[src/rtl/classifier_scheduler.sv]
// classifier_scheduler
//   Round-robin scheduler that time-shares one decision-tree classifier among
//   CHANNEL_COUNT spike channels. An eligible channel (req & ch_enable) is
//   granted, launched with a start pulse and then watched until the classifier
//   answers or the watchdog expires. The result, tagged with its channel, is
//   held in a one-entry valid/ready output register.
//
// Ports
//   clk, reset        : clock (rising edge), asynchronous active-high reset
//   req, ch_enable    : per-channel level request and eligibility mask
//   grant, start      : one-cycle launch pulses (grant is one-hot)
//   ch_index          : channel being classified, held from LAUNCH through RUN
//   abort             : one-cycle classifier reset after a watchdog expiry
//   busy              : scheduler not idle
//   cls_out_valid, cls_level, cls_path : classifier result strobe and data
//   res_valid/res_ready : output register handshake
//   res_channel, res_level, res_path, res_error : held result
module classifier_scheduler #(
  parameter int CHANNEL_COUNT = 16,
  parameter int FEATURES      = 3,
  parameter int TIMEOUT       = 64
) (
  input  logic                             clk,
  input  logic                             reset,
  input  logic [CHANNEL_COUNT-1:0]         req,
  input  logic [CHANNEL_COUNT-1:0]         ch_enable,
  output logic [CHANNEL_COUNT-1:0]         grant,
  output logic [$clog2(CHANNEL_COUNT)-1:0] ch_index,
  output logic                             start,
  output logic                             abort,
  output logic                             busy,
  input  logic                             cls_out_valid,
  input  logic [$clog2(FEATURES)-1:0]      cls_level,
  input  logic [$clog2(FEATURES)-1:0]      cls_path,
  output logic                             res_valid,
  input  logic                             res_ready,
  output logic [$clog2(CHANNEL_COUNT)-1:0] res_channel,
  output logic [$clog2(FEATURES)-1:0]      res_level,
  output logic [$clog2(FEATURES)-1:0]      res_path,
  output logic                             res_error
);

  localparam int CW = $clog2(CHANNEL_COUNT);
  localparam int LW = $clog2(FEATURES);
  localparam int WW = $clog2(TIMEOUT);

  typedef enum logic [1:0] {S_IDLE, S_LAUNCH, S_RUN} state_t;

  state_t                   r_state;
  state_t                   w_next;
  logic [CW-1:0]            r_last;
  logic [WW-1:0]            r_wd;
  logic [CHANNEL_COUNT-1:0] r_grant;
  logic [CW-1:0]            r_ch_index;
  logic                     r_start;
  logic                     r_abort;
  logic                     r_busy;
  logic                     r_res_valid;
  logic [CW-1:0]            r_res_channel;
  logic [LW-1:0]            r_res_level;
  logic [LW-1:0]            r_res_path;
  logic                     r_res_error;

  logic [CHANNEL_COUNT-1:0] w_elig;
  logic                     w_free;
  logic                     w_found;
  logic [CW-1:0]            w_win;
  logic [CHANNEL_COUNT-1:0] w_onehot;
  logic                     w_timeout;
  logic                     w_launch;
  logic                     w_capture;
  logic                     w_expire;

  assign w_elig    = req & ch_enable;
  // The output slot is usable if empty or being drained this very cycle.
  assign w_free    = ~r_res_valid | res_ready;
  assign w_timeout = (r_wd == WW'(TIMEOUT - 1));

  // Round-robin search starting just after the last winner.
  always_comb begin
    w_found = 1'b0;
    w_win   = '0;
    for (int i = 1; i <= CHANNEL_COUNT; i++) begin
      if (!w_found && w_elig[CW'((int'(r_last) + i) % CHANNEL_COUNT)]) begin
        w_found = 1'b1;
        w_win   = CW'((int'(r_last) + i) % CHANNEL_COUNT);
      end
    end
  end

  always_comb begin
    w_onehot        = '0;
    w_onehot[w_win] = 1'b1;
  end

  // State register
  always_ff @(posedge clk or posedge reset) begin
    if (reset) r_state <= S_IDLE;
    else       r_state <= w_next;
  end

  // Next-state logic
  always_comb begin
    w_next = r_state;
    case (r_state)
      S_IDLE:   if (w_found && w_free) w_next = S_LAUNCH;
      S_LAUNCH: w_next = S_RUN;
      S_RUN:    if (cls_out_valid || w_timeout) w_next = S_IDLE;
      default:  w_next = S_IDLE;
    endcase
  end

  // Output decode; a valid result wins over a coincident watchdog expiry.
  always_comb begin
    w_launch  = (r_state == S_IDLE) && w_found && w_free;
    w_capture = (r_state == S_RUN) && cls_out_valid;
    w_expire  = (r_state == S_RUN) && !cls_out_valid && w_timeout;
  end

  // Registered outputs, arbitration pointer, watchdog and result slot
  always_ff @(posedge clk or posedge reset) begin
    if (reset) begin
      r_last        <= CW'(CHANNEL_COUNT - 1);
      r_wd          <= '0;
      r_grant       <= '0;
      r_ch_index    <= '0;
      r_start       <= 1'b0;
      r_abort       <= 1'b0;
      r_busy        <= 1'b0;
      r_res_valid   <= 1'b0;
      r_res_channel <= '0;
      r_res_level   <= '0;
      r_res_path    <= '0;
      r_res_error   <= 1'b0;
    end else begin
      r_start <= w_launch;
      r_grant <= w_launch ? w_onehot : '0;
      r_abort <= w_expire;
      r_busy  <= (w_next != S_IDLE);
      if (w_launch) begin
        r_ch_index <= w_win;
        r_last     <= w_win;
      end
      if (r_state == S_LAUNCH)   r_wd <= '0;
      else if (r_state == S_RUN) r_wd <= r_wd + 1'b1;
      if (w_capture) begin
        r_res_valid   <= 1'b1;
        r_res_channel <= r_ch_index;
        r_res_level   <= cls_level;
        r_res_path    <= cls_path;
        r_res_error   <= 1'b0;
      end else if (w_expire) begin
        r_res_valid   <= 1'b1;
        r_res_channel <= r_ch_index;
        r_res_level   <= '0;
        r_res_path    <= '0;
        r_res_error   <= 1'b1;
      end else if (r_res_valid && res_ready) begin
        r_res_valid <= 1'b0;
      end
    end
  end

  assign grant       = r_grant;
  assign ch_index    = r_ch_index;
  assign start       = r_start;
  assign abort       = r_abort;
  assign busy        = r_busy;
  assign res_valid   = r_res_valid;
  assign res_channel = r_res_channel;
  assign res_level   = r_res_level;
  assign res_path    = r_res_path;
  assign res_error   = r_res_error;

endmodule

[config.mk]
export PLATFORM = sky130hd
export DESIGN_NAME = classifier_scheduler
export DESIGN_NICKNAME = d
export VERILOG_FILES = /design/src/rtl/classifier_scheduler.sv
export SDC_FILE = /design/constraint.sdc
export NUM_CORES = 1
export LEC_CHECK = 0
export ABC_CLOCK_PERIOD_IN_PS = 9800
export BUFFER_PORTS_ARGS = -buffer_cell sky130_fd_sc_hd__buf_2
export CAP_MARGIN = 10
export CORE_ASPECT_RATIO = 0.7
export CORE_MARGIN = 4
export CORE_UTILIZATION = 48
export CTS_CLUSTER_DIAMETER = 80
export DETAILED_ROUTE_END_ITERATION = 8
export PLACE_DENSITY = 0.68
export SLEW_MARGIN = 20
export SYNTH_ARGS = -nofsm -noshare
export SYNTH_HDL_FRONTEND = slang
export SYNTH_SLANG_ARGS = --single-unit
export TNS_END_PERCENT = 1
[constraint.sdc]
create_clock -name clk -period 9.8 [get_ports clk]
set_input_delay 1.47 -clock clk [delete_from_list [all_inputs] [get_ports clk]]
set_output_delay 1.47 -clock clk [all_outputs]
set_load 0.01 [all_outputs]
* Yosys cells after proc, flatten, opt, wreduce, memory -nomap -nowiden
Index checks and enable logic that the tools add are counted.
** Storage, ports and cells
- Bits of input ports :: 40
- Word-level logic and storage cells :: 197
- Flip-flop bits (word level) :: 45
- Output and inout bits :: 33
** Cells by class
- Eq/ne operators :: 3
- Reductions and logical operators :: 45
- Magnitude comparators :: 18
- Bitwise gates (word level) :: 3
- Add/subtract/negate cells :: 17
- Multiplexer cells :: 98
** Operator list (number)
- less-than comparator 4 x 6 -> 1 bit (second input constant) :: 16
- two-way mux 4 bit :: 18
- binary-select mux 1 bit (select 4 bit) :: 16
- two-way mux 1 bit :: 54
- adder 4 bit (second input constant) :: 8
- logical AND 1 bit :: 23
- adder 4 x 3 -> 4 bit (second input constant) :: 4
- bitwise AND 16 bit :: 1
- zero test 1 bit :: 16
- two-way mux 16 bit :: 1
- two-way mux 6 bit :: 2
- two-way mux 2 bit :: 5
- adder 4 x 1 -> 4 bit (second input constant) :: 2
- adder 4 x 2 -> 4 bit (second input constant) :: 2
- adder 6 x 1 -> 6 bit (second input constant) :: 1
- equality test 6 bit (second input constant) :: 1
- case mux 2 bit (3 select lines) :: 1
- nonzero test 2 bit :: 3
- less-than comparator 4 x 5 -> 1 bit (second input constant) :: 1
- demux 1 bit (select 4 bit) :: 1
- >= comparator 4 x 1 -> 1 bit (second input constant) :: 1
- nonzero test 3 bit :: 1
- equality test 2 x 1 -> 1 bit (second input constant) :: 1
- equality test 2 bit (second input constant) :: 1
- other kinds (4) :: 4

* Longest topological paths before layout
Gate-level depths: netlist of run 1.
- Word-level depth :: 55
- Depth in mapped cells :: 15

* Worst setup path before layout of run 1
No wires, ideal clock.
- Path type :: input to register
- Start :: input req[9]
- End :: register r_grant[5] (netlist: grant[5])
- Arrival time :: 4041 ps
- Buffers on the path :: 1
- Setup slack :: 5617 ps
- Cell stages on the path :: 11
- Cell sequence :: and2_1 -> mux4_2 -> a22oi_2 -> o21ai_1 -> nor4_2 -> and2_1 -> buf_4 -> inv_2 -> or4_4 -> a21oi_4 -> nor3_1
** On the way
- Cells in the longest elaborated chain, start to end :: 55
- Elaborated cells between the ends (all ways) :: 119
** Ends and longest elaborated chain
- start, declared :: line 25 : input logic [CHANNEL_COUNT-1:0] req,
- bitwise AND 16 bit * :: line 74 : assign w_elig = req & ch_enable;
- binary-select mux 1 bit (select 4 bit) :: line 84 : if (!w_found && w_elig[CW'((int'(r_last) + i) % CHANNEL_COUNT)]) begin
- two-way mux 1 bit (not written as such) (2 in series) :: line 84
- two-way mux 1 bit :: line 84
- zero test 1 bit :: line 84
- logical AND 1 bit :: line 84
- two-way mux 1 bit :: line 84
- zero test 1 bit :: line 84
- [38 not listed]
- zero test 1 bit :: line 84
- logical AND 1 bit :: line 84
- two-way mux 4 bit :: line 84
- less-than comparator 4 x 5 -> 1 bit (not written as such) or >= comparator 4 x 1 -> 1 bit (tied branches) :: line 93 : w_onehot[w_win] = 1'b1;
- logical AND 1 bit (not written as such) :: line 93
- two-way mux 1 bit (not written as such) :: line 93
- demux 1 bit (select 4 bit) :: line 93
- two-way mux 16 bit * :: line 137 : r_grant <= w_launch ? w_onehot : '0;
- end signal, assigned :: line 137
- end, declared :: line 53 : logic [CHANNEL_COUNT-1:0] r_grant;
Mark *: on every way between the ends. The rest lies on a longest branch, timed or not. The select of a mux whose other input is x is not followed.
A chain may end at the register's enable or synchronous reset.

* Final worst setup path of run 1
- Start :: register r_last[1]
- End :: register r_grant[6] (netlist: grant[6])
** On the way
- Cells in the longest elaborated chain, start to end :: 55
- Elaborated cells between the ends (all ways) :: 134
** Ends and longest elaborated chain
- start, declared :: line 51 : logic [CW-1:0] r_last;
- start signal, assigned :: line 123 : r_last <= CW'(CHANNEL_COUNT - 1);
- start signal, assigned :: line 142 : r_last <= w_win;
- adder 4 x 1 -> 4 bit :: line 84, 86
- binary-select mux 1 bit (select 4 bit) :: line 84
- two-way mux 1 bit (not written as such) (2 in series) :: line 84
- two-way mux 1 bit :: line 84
- zero test 1 bit :: line 84
- logical AND 1 bit :: line 84
- two-way mux 1 bit :: line 84
- zero test 1 bit :: line 84
- [38 not listed]
- zero test 1 bit :: line 84
- logical AND 1 bit :: line 84
- two-way mux 4 bit :: line 84
- less-than comparator 4 x 5 -> 1 bit (not written as such) or >= comparator 4 x 1 -> 1 bit (tied branches) :: line 93
- logical AND 1 bit (not written as such) :: line 93
- two-way mux 1 bit (not written as such) :: line 93
- demux 1 bit (select 4 bit) :: line 93
- two-way mux 16 bit * :: line 137
Marks and branches as above.

==> metrics.md, run 1 <==
| Metric | Value |
|---|---|
| Simple-gate share of the synthesized area | 0.2422 |
| HP Start | res_channel[0] |
| Worst hold path type | reg -> reg |
| Ant diodes | 0 |
| Mapped Area | 4438 µm² |
| Global-route wire length before repair | 21.36 mm |
| CP Launch Type | register |
| Synth top cells by count | 41 x dfrtp_1, 34 x nand2_1, 27 x nor2_1, 25 x nand3_1, 24 x a21oi_1 |
| Grt total ovfl | 0 |
| Yosys Warn Count | 0 |
| Synth area leaders | dfrtp_1 23%, mux4_2 9.1%, mux2i_1 4.1% |
| Synth Area in Adders | 0.03383 |
| Final Skew | 0.007637 ns |
| WHS Path Cells | 2 |
| Initial Util | 0.4912 |
| Final Hold Vio Count | 0 |
| CP Capture Type | register |
| Flop2flop setup slack | 3.97 ns |
| Largest family of logic cells by synthesized area | simple AND/OR/NAND/NOR gates |
| Final setup viols | 0 |
| Crit-path leading delay family | multiplexers |
| Largest stage delay, worst path | 0.88 ns |
| Post-synth top area share | 0.2312 |
| CTS root buf | clkbuf_16 |
| Placed insts | 655 |
| Hold endpoint | res_channel[0] |
| Pre-CTS WS | 4.215 ns |
| WL final | 13.51 mm |
| Final HPWL DP | 10.33 mm |
| Post_cts resized | 0 |
| Async S/R FF share, synth | 1.000 |
| RSZ-0062 raised after global routing | false |
| Distinct cells, synth | 79 |
| CP dominant cell by count | inv_1 |
| Worst Tran Pin Value | 0.8021 ns |
| M2 GR Usage | 0.3451 |
| Largest net degree at the start of global routing | 59 |
| Most Crowded Layer GR | met1 |
| Worst Path Required | 9.99 ns |
| Synth Area in Compound Gates | 0.2176 |
| TritonCTS clock tree | built |
| Clock Tree Buf Depth | 2 |
| Wirelength per Cell | 20.37 µm |
| M1 GR Usage | 0.3897 |
| Synth Area per Inst | 9.169 µm² |
| Net Count, Synth | 536 |
| TritonCTS buffer count | 5 |
| Ports | 73 |
| Die height | 88.45 µm |
| Non-filler cells, final | 663 |
| Seq cells post-synth | 45 |
| Xor and xnor area share after synthesis | 0.03721 |
| Via/cell ratio | 6.627 |
| R2R Path Start | r_last[1] |
| Gr usage total | 0.2507 |
| MaxCap Viol Count | 0 |
| Primary FF master, synth | dfrtp_1 |
| Crit path time final | 5.827 ns |
| Mapped Cells | 484 |
| R2R depth | 11 |
| Hold_buf cts | 0 |
| Via Count | 4394 |
| Reg-to-reg endpoint | grant[6] |
| Die area | 10870 µm² |
| Share of layout cells above drive strength 1 | 0.2579 |
| Number of DRC markers in iteration 0 | 563 |
| Worst-skew pair later-pin latency | 0.29 ns |
| CP Max Fanout | 26 |
| Postcts setup bufs | 0 |
| CP arrival | 6.01 ns |
| Vias in the first global route | 4029 |
| Status | finished, final reports clean |
| Fillcell total | 794 |
| Crit path max-delay cell type | dfstp_2 |
| TritonRoute pass-1 iters | 5 |
| DRT antenna net count | 0 |
| Die W | 122.9 µm |
| Initial antenna violation count | 0 |
| Register area share after synthesis | 0.2549 |
| Final nets | 590 |
| Crit path kind | reg -> reg |
| Post-synth EDFFs | 0 |
| Final Max Slew Viols | 0 |
| Synthesis-to-layout area growth | 12.26% |
| H-tree levels | 2 |
| WP depth | 11 |
| Slew headroom | 0.4500 |
| Port bufs | 72 |
| Clock sinks | 45 |
| GR Layer Usage met3 | 0.07859 |
| Buf/Inv on CP | 2 |
| Core region area | 9035 µm² |
| Clock transition at the registers of the reported paths | 0.06 ns |
| Final worst-path cycle share | 0.5946 |
| Site row count | 29 |
| Most common cell in the netlist | dfrtp_1 |
| Mux share of post-synthesis cell area | 0.1649 |
| Drc violations | 0 |
| Fin Setup TNS | 0 ns |
| Post-synth top area cell | dfrtp_1 |
| Final worst slack | 3.973 ns |
| GPL Wtd Cong | 0.9079 |
| Max frequency | 0.1716 GHz |
| Critical Path, Cell by Cell | inv_1 -> ha_1 -> inv_1 -> mux4_2 -> mux2i_1 -> or3_1 -> nor2_2 -> a2111oi_0 -> a22oi_1 -> or3b_1 -> nor3_1 |
## layout make-up
class                           count  area (µm²)  share of cell area
Sequential cell                    45        1131              0.2270
Clock buffer                        7       142.6             0.02863
Clock inverter                      1       30.03            0.006027
Tap cell                          124       155.1             0.03114
Multi-Input combinational cell    396        3088              0.6198
Timing Repair Buffer               74       375.4             0.07534
Inverter                           16       60.06             0.01205
## sequential cells by signal, summed over array words and instances (netlist names), 2 cells and up
name         flops
r_wd             6
res_level        2
res_channel      4
res_path         2
r_last           4
ch_index         4
r_state          2
grant           16
## layout by cell type, fill, tap and decap left out, types with 9 or more instances in the layout
cell type and count:
ha_1 12, o2111ai_1 9, a21oi_1 24, nor3_1 13
mux2i_1 18, nand4_1 9, mux2_2 13, o21a_1 9
mux4_2 18, o21ai_1 12, nor2_1 27, nand3_1 25
buf_2 72, inv_1 11, nand2_1 34, o21ai_0 20
dfrtp_1 41, and2_1 15
## metrics by stage
step / instance area, µm² / hold slack (ns) / utilization
3_5_place_dp: 4810 / 0.4756 / 0.5323
3_3_place_gp: 4810 / 0.4663 / 0.5323
4_1_cts: 4982 / 0.4898 / 0.5514
5_1_grt: 4982 / 0.5058 / 0.5514
6_report: 4982 / 0.4794 / 0.5514
2_1_floorplan: 4438 / 0.4706 / -
## worst register-to-register path, cell delays in order, from the launching register on
cell       delay, ns
dfstp_2         0.88
inv_1           0.48
ha_1            0.79
inv_1           0.38
mux4_2          0.62
mux2i_1         0.68
or3_1           0.37
nor2_2          0.12
a2111oi_0       0.45
a22oi_1         0.27
or3b_1          0.45
nor3_1          0.23
## logic make-up after synthesis
logic type	Yosys count
compound gates	136
mux	49
flops	45
simple gates	184
buf+inv	43
xor+xnor	15
fa+ha+maj	12
## how the worst max path moves through the flow
stage               startpoint        end
finish               r_last[1]   grant[6]
global placement     r_last[1]  grant[14]
floorplan               req[9]   grant[5]
global route         r_last[1]   grant[6]
CTS                  r_last[1]   grant[6]
detailed placement   r_last[1]   grant[6]
## routing by layer
layer / up-vias / wire length (µm) / part of all wire
li1: 1986 / - / -
met1: 2141 / 6057 / 0.45
met2: 258 / 5667 / 0.42
met3: 9 / 1706 / 0.13
met4: 0 / 74 / 0.0055
met5: - / 0 / 0
Power of run 1 is not shown: default switching activity piles up to over one toggle a cycle in this logic, so the estimate is an artifact.
==> run 2, diff against run 1 <==
--- a/config.mk
+++ b/config.mk
@@ -5,7 +5,7 @@
 export SDC_FILE = /design/constraint.sdc
 export NUM_CORES = 1
 export LEC_CHECK = 0
-export ABC_CLOCK_PERIOD_IN_PS = 9800
+export ABC_CLOCK_PERIOD_IN_PS = 5900
 export BUFFER_PORTS_ARGS = -buffer_cell sky130_fd_sc_hd__buf_2
 export CAP_MARGIN = 10
 export CORE_ASPECT_RATIO = 0.7
==> constraint.sdc (replaced) <==
create_clock -name clk -period 5.9 [get_ports clk]
set_input_delay 0.885 -clock clk [delete_from_list [all_inputs] [get_ports clk]]
set_output_delay 0.885 -clock clk [all_outputs]
set_load 0.01 [all_outputs]
==> run 2 against run 1 <==
Effect of this change: hold slack improved by 0.0037 ns; routed wire length rose by 2.0%; non-clock buffer count rose by 14; sequential cell count did not move; final area rose by 2.2%; via count fell by 1.3%; utilization rose by 1.2 points.
==> metrics.md, run 2 (synthesized netlist as in run 1, its figures left out) <==
| Metric | Value |
|---|---|
| HP Start | res_channel[3] |
| Number of DRC markers in iteration 0 | 453 |
| Final Hold Vio Count | 0 |
| Fillcell total | 790 |
| Flop2flop setup slack | 1.16 ns |
| Share of layout cells above drive strength 1 | 0.2785 |
| Initial Util | 0.4912 |
| Max reg flops | 16 |
| Highest-count cells in the layout ignoring fill and taps | 72 x buf_2, 41 x dfrtp_1, 34 x nand2_1 |
| CP arrival | 4.94 ns |
| TritonCTS clock tree | built |
| Clock sinks | 45 |
| Postcts setup bufs | 0 |
| Clock Tree Buf Depth | 2 |
| Reg-to-reg endpoint | grant[14] |
| CP Launch Type | register |
| Largest net degree at the start of global routing | 46 |
| TritonRoute pass-1 iters | 5 |
| Ports | 73 |
| Gr usage total | 0.2581 |
| Vias in the first global route | 4084 |
| CTS root buf | clkbuf_16 |
| MaxCap Viol Count | 0 |
| Final HPWL DP | 10.64 mm |
| Crit path kind | reg -> reg |
| Final worst-path cycle share | 0.8037 |
| Hold endpoint | res_channel[3] |
| Worst Tran Pin Value | 0.6957 ns |
| Worst hold path type | reg -> reg |
| Worst Path Required | 6.10 ns |
| Port bufs | 72 |
| Status | finished, final reports clean |
| R2R Path Start | r_last[0] |
| Die area | 10870 µm² |
| Fin Setup TNS | 0 ns |
| Global-route wire length before repair | 21.82 mm |
| TritonCTS buffer count | 5 |
| Initial antenna violation count | 0 |
| Synthesis-to-layout area growth | 14.77% |
| CP Capture Type | register |
| Max frequency | 0.2109 GHz |
| Grt total ovfl | 0 |
| Die height | 88.45 µm |
| Final Skew | 0.003454 ns |
| Worst-skew pair later-pin latency | 0.28 ns |
| DRT antenna net count | 0 |
| Final nets | 604 |
| Most common library cell in the layout ignoring fill and taps | buf_2 |
| Wirelength per Cell | 20.32 µm |
| Core region area | 9035 µm² |
| GPL Wtd Cong | 1.018 |
| Hold_buf cts | 0 |
| R2R depth | 12 |
| WHS Path Cells | 2 |
| Slew headroom | 0.5230 |
| CP Max Fanout | 25 |
| Drc violations | 0 |
| Final Max Slew Viols | 0 |
| Site row count | 29 |
| Final setup viols | 0 |
| WL final | 13.78 mm |
| Post_cts resized | 0 |
| H-tree levels | 2 |
| Crit path time final | 4.742 ns |
| Clock transition at the registers of the reported paths | 0.06 ns |
| Die W | 122.9 µm |
| RSZ-0062 raised after global routing | false |
| Via/cell ratio | 6.394 |
| Via Count | 4335 |
## run 2: worst max path at each step
stage	start	end
after global placement	r_last[0]	grant[13]
after floorplan	r_last[1]	grant[5]
after detailed placement	r_last[0]	grant[14]
after CTS	r_last[0]	grant[14]
after global routing	r_last[0]	grant[14]
final	r_last[0]	grant[14]
## run 2: layout make-up
class / instances / area (µm²) / area share
multi-input cells: 396 / 3088 / 0.6062
flip-flops and latches: 45 / 1131 / 0.2221
repair buffers: 88 / 480.5 / 0.09433
well taps: 124 / 155.1 / 0.03046
clock buffers: 6 / 138.9 / 0.02727
inverters: 16 / 60.06 / 0.01179
clock inverters: 2 / 37.54 / 0.007369
diodes: 1 / 2.502 / 0.0004913
## run 2: per-stage QoR
| stage | worst slack [ns] | util | cells | area [µm²] | hold slack [ns] |
|---|---|---|---|---|---|
| after floorplan | 1.860 | - | 484 | 4438 | 0.4706 |
| after global placement | 1.359 | 0.5440 | 669 | 4915 | 0.4653 |
| after detailed placement | 1.269 | 0.5440 | 669 | 4915 | 0.4691 |
| after CTS | 1.279 | 0.5635 | 677 | 5091 | 0.4836 |
| after global routing | 0.8078 | 0.5635 | 677 | 5091 | 0.5154 |
| final | 1.158 | 0.5638 | 678 | 5094 | 0.4831 |
## run 2: routing by layer
layer / GRT usage / vias to the layer above / part of all wire
li1: - / 2010 / -
met1: 0.3919 / 2093 / 0.46
met2: 0.3738 / 220 / 0.42
met3: 0.07604 / 12 / 0.12
met4: 0.02947 / 0 / 0.0069
met5: 0 / - / 0
## run 2: critical path, cell delays in order, from the launching register on
cell       delay [ns]
dfstp_2          0.78
inv_2            0.07
ha_1             0.40
inv_1            0.39
mux4_2           0.68
mux2i_1          0.18
buf_4            0.19
or3_1            0.28
nor2_2           0.12
a2111oi_0        0.55
a22oi_1          0.35
or3b_1           0.48
nor3_1           0.19
Power of run 2 is left out for the same reason.
